**config.mk**
```make
export PLATFORM = sky130hd
export DESIGN_NAME = fp32_addsub_arbiter
export DESIGN_NICKNAME = d
export VERILOG_FILES = /design/src/rtl/fp32_addsub_arbiter.sv
export SDC_FILE = /design/constraint.sdc
export NUM_CORES = 1
export LEC_CHECK = 0
export ABC_CLOCK_PERIOD_IN_PS = 6600
export CORE_AREA = 2 2 158 160
export CTS_BUF_LIST = sky130_fd_sc_hd__clkbuf_8 sky130_fd_sc_hd__clkbuf_16
export CTS_CLUSTER_SIZE = 40
export DETAILED_ROUTE_END_ITERATION = 12
export DIE_AREA = 0 0 160 162
export SYNTH_ARGS = -nofsm -noshare
export SYNTH_HDL_FRONTEND = slang
export SYNTH_SLANG_ARGS = --single-unit
```
**constraint.sdc**
```tcl
create_clock -name clk -period 6.6 [get_ports clk]
set_input_delay 1.98 -clock clk [delete_from_list [all_inputs] [get_ports clk]]
set_output_delay 1.98 -clock clk [all_outputs]
set_load 0.01 [all_outputs]
```
**src/rtl/fp32_addsub_arbiter.sv**
```systemverilog
`default_nettype none
// ============================================================================
// Module      : fp32_addsub_arbiter
// Description : Shares one pipelined FP32 add/sub unit between NREQ
//               requesters. A round-robin arbiter picks one request per
//               cycle and registers it onto the adder operand port. Subtract
//               is performed by flipping the sign of operand B. A LATENCY-deep
//               tag pipe follows each issued operation, and the returning
//               result is steered back to the requester that issued it.
//               A sticky flag records any issue/return misalignment.
// Ports       : clk, rstn (sync, active-high)
//               req_valid/req_ready/req_a/req_b/req_sub : requester side
//               add_valid_in/add_a/add_b                : adder issue port
//               add_valid_out/add_result                : adder return port
//               res_valid/res_data                      : result return
//               busy, err_align                         : status
// Revision    : 1.0 - initial release
// ============================================================================
module fp32_addsub_arbiter #(
    parameter int NREQ    = 4,
    parameter int LATENCY = 4,
    parameter int TAGW    = 2
) (
    input  logic                 clk,
    input  logic                 rstn,
    input  logic [NREQ-1:0]      req_valid,
    output logic [NREQ-1:0]      req_ready,
    input  logic [NREQ*32-1:0]   req_a,
    input  logic [NREQ*32-1:0]   req_b,
    input  logic [NREQ-1:0]      req_sub,
    output logic                 add_valid_in,
    output logic [31:0]          add_a,
    output logic [31:0]          add_b,
    input  logic                 add_valid_out,
    input  logic [31:0]          add_result,
    output logic [NREQ-1:0]      res_valid,
    output logic [31:0]          res_data,
    output logic                 busy,
    output logic                 err_align
);

    // One extra bit so ptr + offset never overflows before the modulo fold.
    localparam int c_sum_w = TAGW + 1;

    // ------------------------------------------------------------------
    // State
    // ------------------------------------------------------------------
    logic [TAGW-1:0]    ptr_q,        ptr_d;
    logic               issue_vld_q,  issue_vld_d;
    logic [TAGW-1:0]    issue_tag_q,  issue_tag_d;
    logic [31:0]        add_a_q,      add_a_d;
    logic [31:0]        add_b_q,      add_b_d;
    logic [LATENCY-1:0] pipe_vld_q;
    logic [TAGW-1:0]    pipe_tag_q [LATENCY];
    logic [NREQ-1:0]    res_valid_q,  res_valid_d;
    logic [31:0]        res_data_q,   res_data_d;
    logic               err_q,        err_d;

    // ------------------------------------------------------------------
    // Round-robin search: rotate the request vector so that bit 0 is the
    // requester at ptr, find the first set bit, then rotate the offset back.
    // ------------------------------------------------------------------
    logic [2*NREQ-1:0]  w_dbl;
    logic [NREQ-1:0]    w_rot;
    logic [c_sum_w-1:0] w_off;
    logic [c_sum_w-1:0] w_sum;
    logic               w_found;
    logic               w_grant;
    logic [TAGW-1:0]    w_win;
    logic [NREQ-1:0]    w_ready;
    logic [31:0]        w_sel_a;
    logic [31:0]        w_sel_b;
    logic               w_sel_sub;

    assign w_dbl = {req_valid, req_valid} >> ptr_q;
    assign w_rot = w_dbl[NREQ-1:0];

    always_comb begin
        w_found = 1'b0;
        w_off   = '0;
        for (int i = 0; i < NREQ; i++) begin
            if (!w_found && w_rot[i]) begin
                w_found = 1'b1;
                w_off   = c_sum_w'(i);
            end
        end
    end

    assign w_sum   = {1'b0, ptr_q} + w_off;
    assign w_win   = (w_sum >= c_sum_w'(NREQ)) ? TAGW'(w_sum - c_sum_w'(NREQ))
                                               : w_sum[TAGW-1:0];
    // No grants while reset is held, so nothing is issued into a pipe that
    // is being cleared.
    assign w_grant = w_found & ~rstn;

    always_comb begin
        w_ready = '0;
        if (w_grant) begin
            w_ready[w_win] = 1'b1;
        end
    end

    always_comb begin
        w_sel_a   = '0;
        w_sel_b   = '0;
        w_sel_sub = 1'b0;
        for (int i = 0; i < NREQ; i++) begin
            if (w_win == TAGW'(i)) begin
                w_sel_a   = req_a[i*32 +: 32];
                w_sel_b   = req_b[i*32 +: 32];
                w_sel_sub = req_sub[i];
            end
        end
    end

    // ------------------------------------------------------------------
    // Return path: the oldest tag-pipe entry lines up with add_valid_out.
    // ------------------------------------------------------------------
    logic            w_head_vld;
    logic [TAGW-1:0] w_head_tag;
    logic            w_fire;

    assign w_head_vld = pipe_vld_q[LATENCY-1];
    assign w_head_tag = pipe_tag_q[LATENCY-1];
    assign w_fire     = add_valid_out & w_head_vld;

    // ------------------------------------------------------------------
    // Next-state logic
    // ------------------------------------------------------------------
    always_comb begin
        ptr_d       = ptr_q;
        issue_vld_d = w_grant;
        issue_tag_d = issue_tag_q;
        add_a_d     = add_a_q;
        add_b_d     = add_b_q;
        if (w_grant) begin
            ptr_d       = (w_win == TAGW'(NREQ-1)) ? '0 : w_win + TAGW'(1);
            issue_tag_d = w_win;
            add_a_d     = w_sel_a;
            // Subtraction is addition with B's sign flipped.
            add_b_d     = {w_sel_b[31] ^ w_sel_sub, w_sel_b[30:0]};
        end

        res_valid_d = '0;
        res_data_d  = res_data_q;
        if (w_fire) begin
            res_valid_d[w_head_tag] = 1'b1;
            res_data_d              = add_result;
        end

        // A result without a tag, or a tag without a result, is a misalignment.
        err_d = err_q | (add_valid_out ^ w_head_vld);
    end

    // ------------------------------------------------------------------
    // Registers
    // ------------------------------------------------------------------
    always_ff @(posedge clk) begin
        if (rstn) begin
            ptr_q       <= '0;
            issue_vld_q <= 1'b0;
            issue_tag_q <= '0;
            add_a_q     <= '0;
            add_b_q     <= '0;
            pipe_vld_q  <= '0;
            for (int i = 0; i < LATENCY; i++) begin
                pipe_tag_q[i] <= '0;
            end
            res_valid_q <= '0;
            res_data_q  <= '0;
            err_q       <= 1'b0;
        end else begin
            ptr_q       <= ptr_d;
            issue_vld_q <= issue_vld_d;
            issue_tag_q <= issue_tag_d;
            add_a_q     <= add_a_d;
            add_b_q     <= add_b_d;
            // Entry 0 is written while the adder samples the issue register,
            // so entry LATENCY-1 is valid exactly when add_valid_out arrives.
            pipe_vld_q[0] <= issue_vld_q;
            pipe_tag_q[0] <= issue_tag_q;
            for (int i = 1; i < LATENCY; i++) begin
                pipe_vld_q[i] <= pipe_vld_q[i-1];
                pipe_tag_q[i] <= pipe_tag_q[i-1];
            end
            res_valid_q <= res_valid_d;
            res_data_q  <= res_data_d;
            err_q       <= err_d;
        end
    end

    // ------------------------------------------------------------------
    // Outputs
    // ------------------------------------------------------------------
    assign req_ready    = w_ready;
    assign add_valid_in = issue_vld_q;
    assign add_a        = add_a_q;
    assign add_b        = add_b_q;
    assign res_valid    = res_valid_q;
    assign res_data     = res_data_q;
    assign busy         = (|pipe_vld_q) | issue_vld_q;
    assign err_align    = err_q;

endmodule
`default_nettype wire

```
==> out/metrics.cfg, run 1 <==
[setup_path]
crit_chain=clkdlybuf4s50_1 > inv_1 > o311ai_0 > o21ai_0 > nand2_1 > ha_1 > xnor2_2 > xor2_1 > buf_4 > ha_4 > and2_1 > dlygate4sd2_1
required_ns=4.62
crit_fanout=5
end_kind=primary output
slowest_stage=clkdlybuf4s50_1
arrival_ns=4.36
r2r_end=add_b[31]$_SDFFE_PP0P_
critPathLaunch=req_valid[3]
r2r_cells=13
startpoint_type=input pin
rr_startpoint=ptr_q[0]$_SDFFE_PP0P_
critPathMaxStageDelay_ns=0.55
crit_type=in -> out
r2r_slack_ns=2.81

[sta]
timing.final.crit_share=0.961
fmax_mhz=158
hold_viol=0
finalSetupViolations=0
min_period_ns=6.34
maxSlewHeadroom=0.288
finalSetupTns_ns=0
fin_worst_skew_ns=0.00627
rsz0062_at_grt=false
slew_viol_final=0
worstMarginPinSlew_ns=1.07

[synthesis]
yosysTopAreaCellShare=0.392
seq_area_frac_synth=0.392
synth_warnings=0
synthCells=724
synth_edf_count=0
synthTopCellsByCount=124 x nor3_1, 118 x dfxtp_1, 106 x nor2_1, 75 x nor2b_1, 63 x a221oi_1
postSynthAreaPerCell_um2=8.32
synth_area_leaders=dfxtp_1 39%, nor3_1 10%, a221oi_1 9.2%
synth-seq-cells=118
yosysUniqueCellTypes=37
synth_ff_type=dfxtp_1
async_reset_ff_frac=0
synth_nets=1029
synth_most_common_cell=nor3_1
yosys.area.top_type=dfxtp_1
synth_area_um2=6020

[power]
p_leak_nw=3.98
ir_drop_uv=287
totalPowerFinal_mw=4.76
p_per_area_nw_per_um2=434

[drt]
first_iter_violations=289
vias=6874
drcViolationCount=0
ant_nets=0
finalWirelength_um=25200
drt-vias-per-instance=4.81
drt_pass1_iterations=4
wl_per_cell_um=17.7

[die]
start_util=0.250
fp.dieW_um=160
row_count=57
die-height_um=162
pin_count=406
coreArea_um2=24100
dieArea_um2=25900

[clock_network]
cts.clk_slew.worst_paths_ns=0.05
cts_max_level=4
cts_sinks=118
tritoncts=done
cts.root.buffer_cell=clkbuf_16
clock_path_buffers=2
cts_made_buffers=17
clk_latency_ns=0.41
cts_hold_buf=0

[finish]
regArea_um2=2360
final_util=0.455
multi_input_area_um2=3370
final_layout_size_suffix_gt1_frac=0.0634
area_growth_pct=82.2
fin_nets=1397
nFillCells=2447

[run]
maxCapViolations=0

[min_path]
hold_end=pipe_tag_q[0][7]$_SDFF_PP0_
hold_depth=1
hp-start=pipe_tag_q[0][5]$_SDFF_PP0_
hp-class=reg -> reg

[place]
io_buffers=405
dp_hpwl_um=18300
gp_congestion=0.777

[global_route]
grt_pass1_vias=6637
antenna_found_initial=1
grt_pass1_wl_um=38400
gr-total-overflow=0
grt_max_degree=83
grt.total_usage=0.190

[outcome]
outcome=complete, no violations

==> where the power goes <==
group / switching [mW] / internal, mW / total [mW]
registers: 0.0846 / 0.880 / 0.965
clock network: 0.358 / 0.569 / 0.927
logic: 1.53 / 1.33 / 2.87
total: 1.98 / 2.78 / 4.76
==> timing repair <==
action | 4_1_cts | 5_1_grt
pin swaps | 0 | 1
setup endpoints to repair | 4 | 2
resized for setup | 3 | 4
setup buffers | 0 | 0
==> flip-flops by register name, summed over array words and instances, names as in the netlist <==
register,cells
add_a,32
issue_tag_q,2
err_align,1
pipe_tag_q,8
add_valid_in,1
res_valid,4
res_data,32
pipe_vld_q,4
add_b,32
ptr_q,2
==> cell families after synthesis <==
logic type      share of synthesized area
buf+inv                            0.0571
mux                                0.0532
compound gates                      0.191
simple gates                        0.284
fa+ha+maj                          0.0125
flops                               0.392
xor+xnor                           0.0102
==> cells in the final DEF (no fill, tap or decap), drive strengths merged, types with 2 or more instances in the layout <==
cell type and n:
nand3b 2, nor3 129, xnor2 3, o2111ai 2
ha 6, inv 7, nand2 9, clkdlybuf4s50 400
clkinvlp 4, bufinv 2, nor4bb 2, dfxtp 118
clkbuf 18, dlygate4sd2 2, dlymetal6s2s 2, clkinv 3
nand2b 2, mux2i 32, a211oi 62, a21oi 8
nor2 106, and2 4, nor4b 2, o21ai 2
nor2b 75, a221oi 63, buf 23, nor4 2
xor2 4
==> worst max-delay path: cells and delay by family <==
kind / cells / cell delay, ns
AOI/OAI and AO/OA: 2 / 0.41
xor gates and xnor gates: 2 / 0.36
adders and majority gates: 2 / 0.30
buffers and inverters: 4 / 1.09
and+or+nand+nor: 2 / 0.22
==> area by class of cell <==
type	instances	area share
diodes	1	0.000228
clock buffers	18	0.0400
clock inverters	13	0.0135
inverters	3	0.00103
multi-input cells	525	0.307
flip-flops and latches	118	0.215
well taps	324	0.0370
repair buffers	427	0.386
==> worst max path at each step <==
stage / to / slack, ns / cells past startpoint
after floorplan: req_ready[3] / 0.43 / 12
after global routing: req_ready[2] / 0.07 / 12
after CTS: req_ready[0] / 0.04 / 10
after global placement: req_ready[3] / -0.02 / 13
after detailed placement: req_ready[2] / -0.09 / 13
final: req_ready[3] / 0.26 / 12
==> routing by layer <==
layer	global-route usage	vias up	part of all wire
met5	0	-	0
met1	0.230	3152	0.42
met4	0.0614	0	0.018
li1	-	3391	-
met2	0.321	304	0.48
met3	0.0626	27	0.080
==> through the flow <==
step,hold WS (ns),worst slack [ns],instance area [um^2],std cells
floorplan,0.414,0.431,6020,724
global placement,0.418,-0.0197,10400,1397
detailed placement,0.428,-0.0853,10400,1397
CTS,0.441,0.0354,11000,1428
global route,0.456,0.0658,11000,1429
finish,0.435,0.259,11000,1429
(Power assumes the default switching activity.)
==> inputs of run 2 (changes only) <==
PLACE_DENSITY_LB_ADDON = 0.12   (was not set)
==> out/metrics.cfg, run 2 (synthesized netlist as in run 1, its figures left out) <==
[min_path]
hp-class=reg -> reg

[setup_path]
required_ns=4.62  ; about the same
crit_type=in -> out
end_kind=primary output
startpoint_type=input pin
critPathMaxStageDelay_ns=0.54  ; about the same
crit_fanout=3  ; -2
crit_chain=clkdlybuf4s50_1 > inv_1 > nand3_1 > o311ai_1 > o21ai_0 > nand2_1 > ha_1 > xnor2_2 > buf_4 > xnor2_2 > ha_1 > and2_1 > clkdlybuf4s50_1
arrival_ns=4.52  ; +0.16 ns
slowest_stage=clkdlybuf4s50_1

[clock_network]
tritoncts=done
clock_path_buffers=2  ; unchanged
cts_sinks=118  ; unchanged
cts.clk_slew.worst_paths_ns=0.06  ; about the same
cts_max_level=4  ; unchanged
cts_made_buffers=17  ; unchanged
clk_latency_ns=0.41  ; about the same
cts.root.buffer_cell=clkbuf_16

[power]
combPwrFrac=0.590  ; -0.012
ir_drop_uv=225  ; -22%
netSwitchingPower_mw=1.99  ; +0.43%
clockPowerShare=0.212  ; +0.017
p_leak_nw=4.03  ; +1.5%
p_seq_frac=0.198  ; -0.005
p_per_area_nw_per_um2=440  ; +1.4%
internal-power_mw=2.88  ; +3.8%
p_sw_frac=0.408  ; -0.00789

[sta]
fin_worst_skew_ns=0.0132  ; +0.00694 ns
timing.final.crit_share=0.985  ; +0.0247
fmax_mhz=154  ; -2.5%
min_period_ns=6.50  ; +0.163 ns
hold_viol=0  ; unchanged
rsz0062_at_grt=true
finalSetupViolations=0  ; unchanged
slew_viol_final=0  ; unchanged
worstMarginPinSlew_ns=1.07  ; +0.00578 ns
maxSlewHeadroom=0.284  ; -0.00385

[finish]
nFillCells=2446  ; -0.041%
final_cells=1435  ; +0.42%
layout_common_cells=401 x clkdlybuf4s50_1, 124 x nor3_1, 118 x dfxtp_1, 106 x nor2_1, 74 x nor2b_1
final_area_um2=11100  ; +0.96%
layout_commonest_cell=clkdlybuf4s50_1
area_growth_pct=83.9
final_layout_size_suffix_gt1_frac=0.0668  ; +0.00338
multi_input_area_um2=3380  ; +0.33%
fin_nets=1400  ; +0.21%
regArea_um2=2360  ; unchanged

[die]
start_util=0.250  ; unchanged
row_count=57  ; unchanged
coreArea_um2=24100  ; unchanged
die-height_um=162  ; unchanged
pin_count=406  ; unchanged
dieArea_um2=25900  ; unchanged
fp.dieW_um=160  ; unchanged

[place]
io_buffers=405  ; unchanged
gp_congestion=0.799  ; +2.9%
dp_hpwl_um=19100  ; +4.9%
placed_area_um2=10400  ; +0.14%
placedCellCount=1399  ; +0.14%

[drt]
first_iter_violations=392  ; +36%
ant_nets=0  ; unchanged
vias=6855  ; -0.28%
finalWirelength_um=26500  ; +5.0%
drt-vias-per-instance=4.78  ; -0.69%
drt_pass1_iterations=4  ; unchanged
wl_per_cell_um=18.5  ; +4.6%
drcViolationCount=0  ; unchanged

[global_route]
grt_pass1_wl_um=39800  ; +3.7%
antenna_found_initial=4  ; +3
grt.total_usage=0.197  ; +0.00693
grt_pass1_vias=6747  ; +1.7%
gr-total-overflow=0  ; unchanged
grt_max_degree=86  ; +3.6%

[outcome]
outcome=complete, no violations

[run]
maxCapViolations=0  ; unchanged

-- run 2: final cells by class --
type	instances	area share
timing repair buffer	430	0.385
antenna	3	0.000678
clock inverter	13	0.0176
inverter	3	0.00102
tap	324	0.0366
sequential	118	0.213
clock buffer	19	0.0409
multi-input combinational	525	0.305
-- run 2: metrics by stage --
stage / setup slack (ns) / utilization / power [mW] / setup TNS, ns / hold WS (ns)
floorplan: 0.431 / - / 2.85 / 0 / 0.414
global placement: -0.0610 / 0.431 / 3.85 / -0.144 / 0.417
detailed placement: -0.0664 / 0.431 / 3.86 / -0.142 / 0.424
CTS: 0.00815 / 0.458 / 4.93 / 0 / 0.432
global route: -0.0565 / 0.459 / 5.25 / -0.137 / 0.452
finish: 0.0958 / 0.459 / 4.87 / 0 / 0.427
-- run 2: per-layer routing --
metal / up-vias / wire length (um) / GRT usage
li1: 3401 / - / -
met1: 3151 / 10800 / 0.231
met3: 24 / 2170 / 0.0651
met5: - / 13 / 0
met4: 2 / 335 / 0.0565
met2: 277 / 13200 / 0.346
-- run 2: power groups by stage --
stage	Sequential, mW	Clock [mW]	Combinational, mW
floorplan	1.02	0	1.83
global placement	0.972	0	2.87
detailed placement	0.976	0	2.88
CTS	0.964	1.06	2.90
global route	0.986	1.09	3.17
finish	0.965	1.03	2.87
-- run 2: path summary, 6_finish.rpt --
check                         startpoint                           to  slack [ns]  cells past startpoint
max                         req_valid[3]                 req_ready[0]         0.1                     13
min          pipe_tag_q[0][5]$_SDFF_PP0_  pipe_tag_q[0][7]$_SDFF_PP0_        0.43                      1
max reg2reg        ptr_q[0]$_SDFFE_PP0P_       add_a[14]$_SDFFE_PP0P_        2.48                     15
min reg2reg  pipe_tag_q[0][5]$_SDFF_PP0_  pipe_tag_q[0][7]$_SDFF_PP0_        0.43                      1
-- run 2: critical path: cells and delay by family --
| kind | cells | cell delay (ns) |
|---|---|---|
| AO/OA/AOI/OAI | 2 | 0.20 |
| adder cells (fa/ha/maj) | 2 | 0.42 |
| AND/OR/NAND/NOR | 3 | 0.30 |
| buffers and inverters | 4 | 1.29 |
| XOR/XNOR | 2 | 0.34 |
-- run 2: timing repair --
action                                  in CTS  in global routing
hold buffers                                 0                  0
endpoints found under the setup margin       3                  4
gates cloned                                 0                  0
setup buffers                                1                  0
pin swaps                                    1                  1
gates resized for setup                      1                  7
endpoints found under the hold margin        0                  0
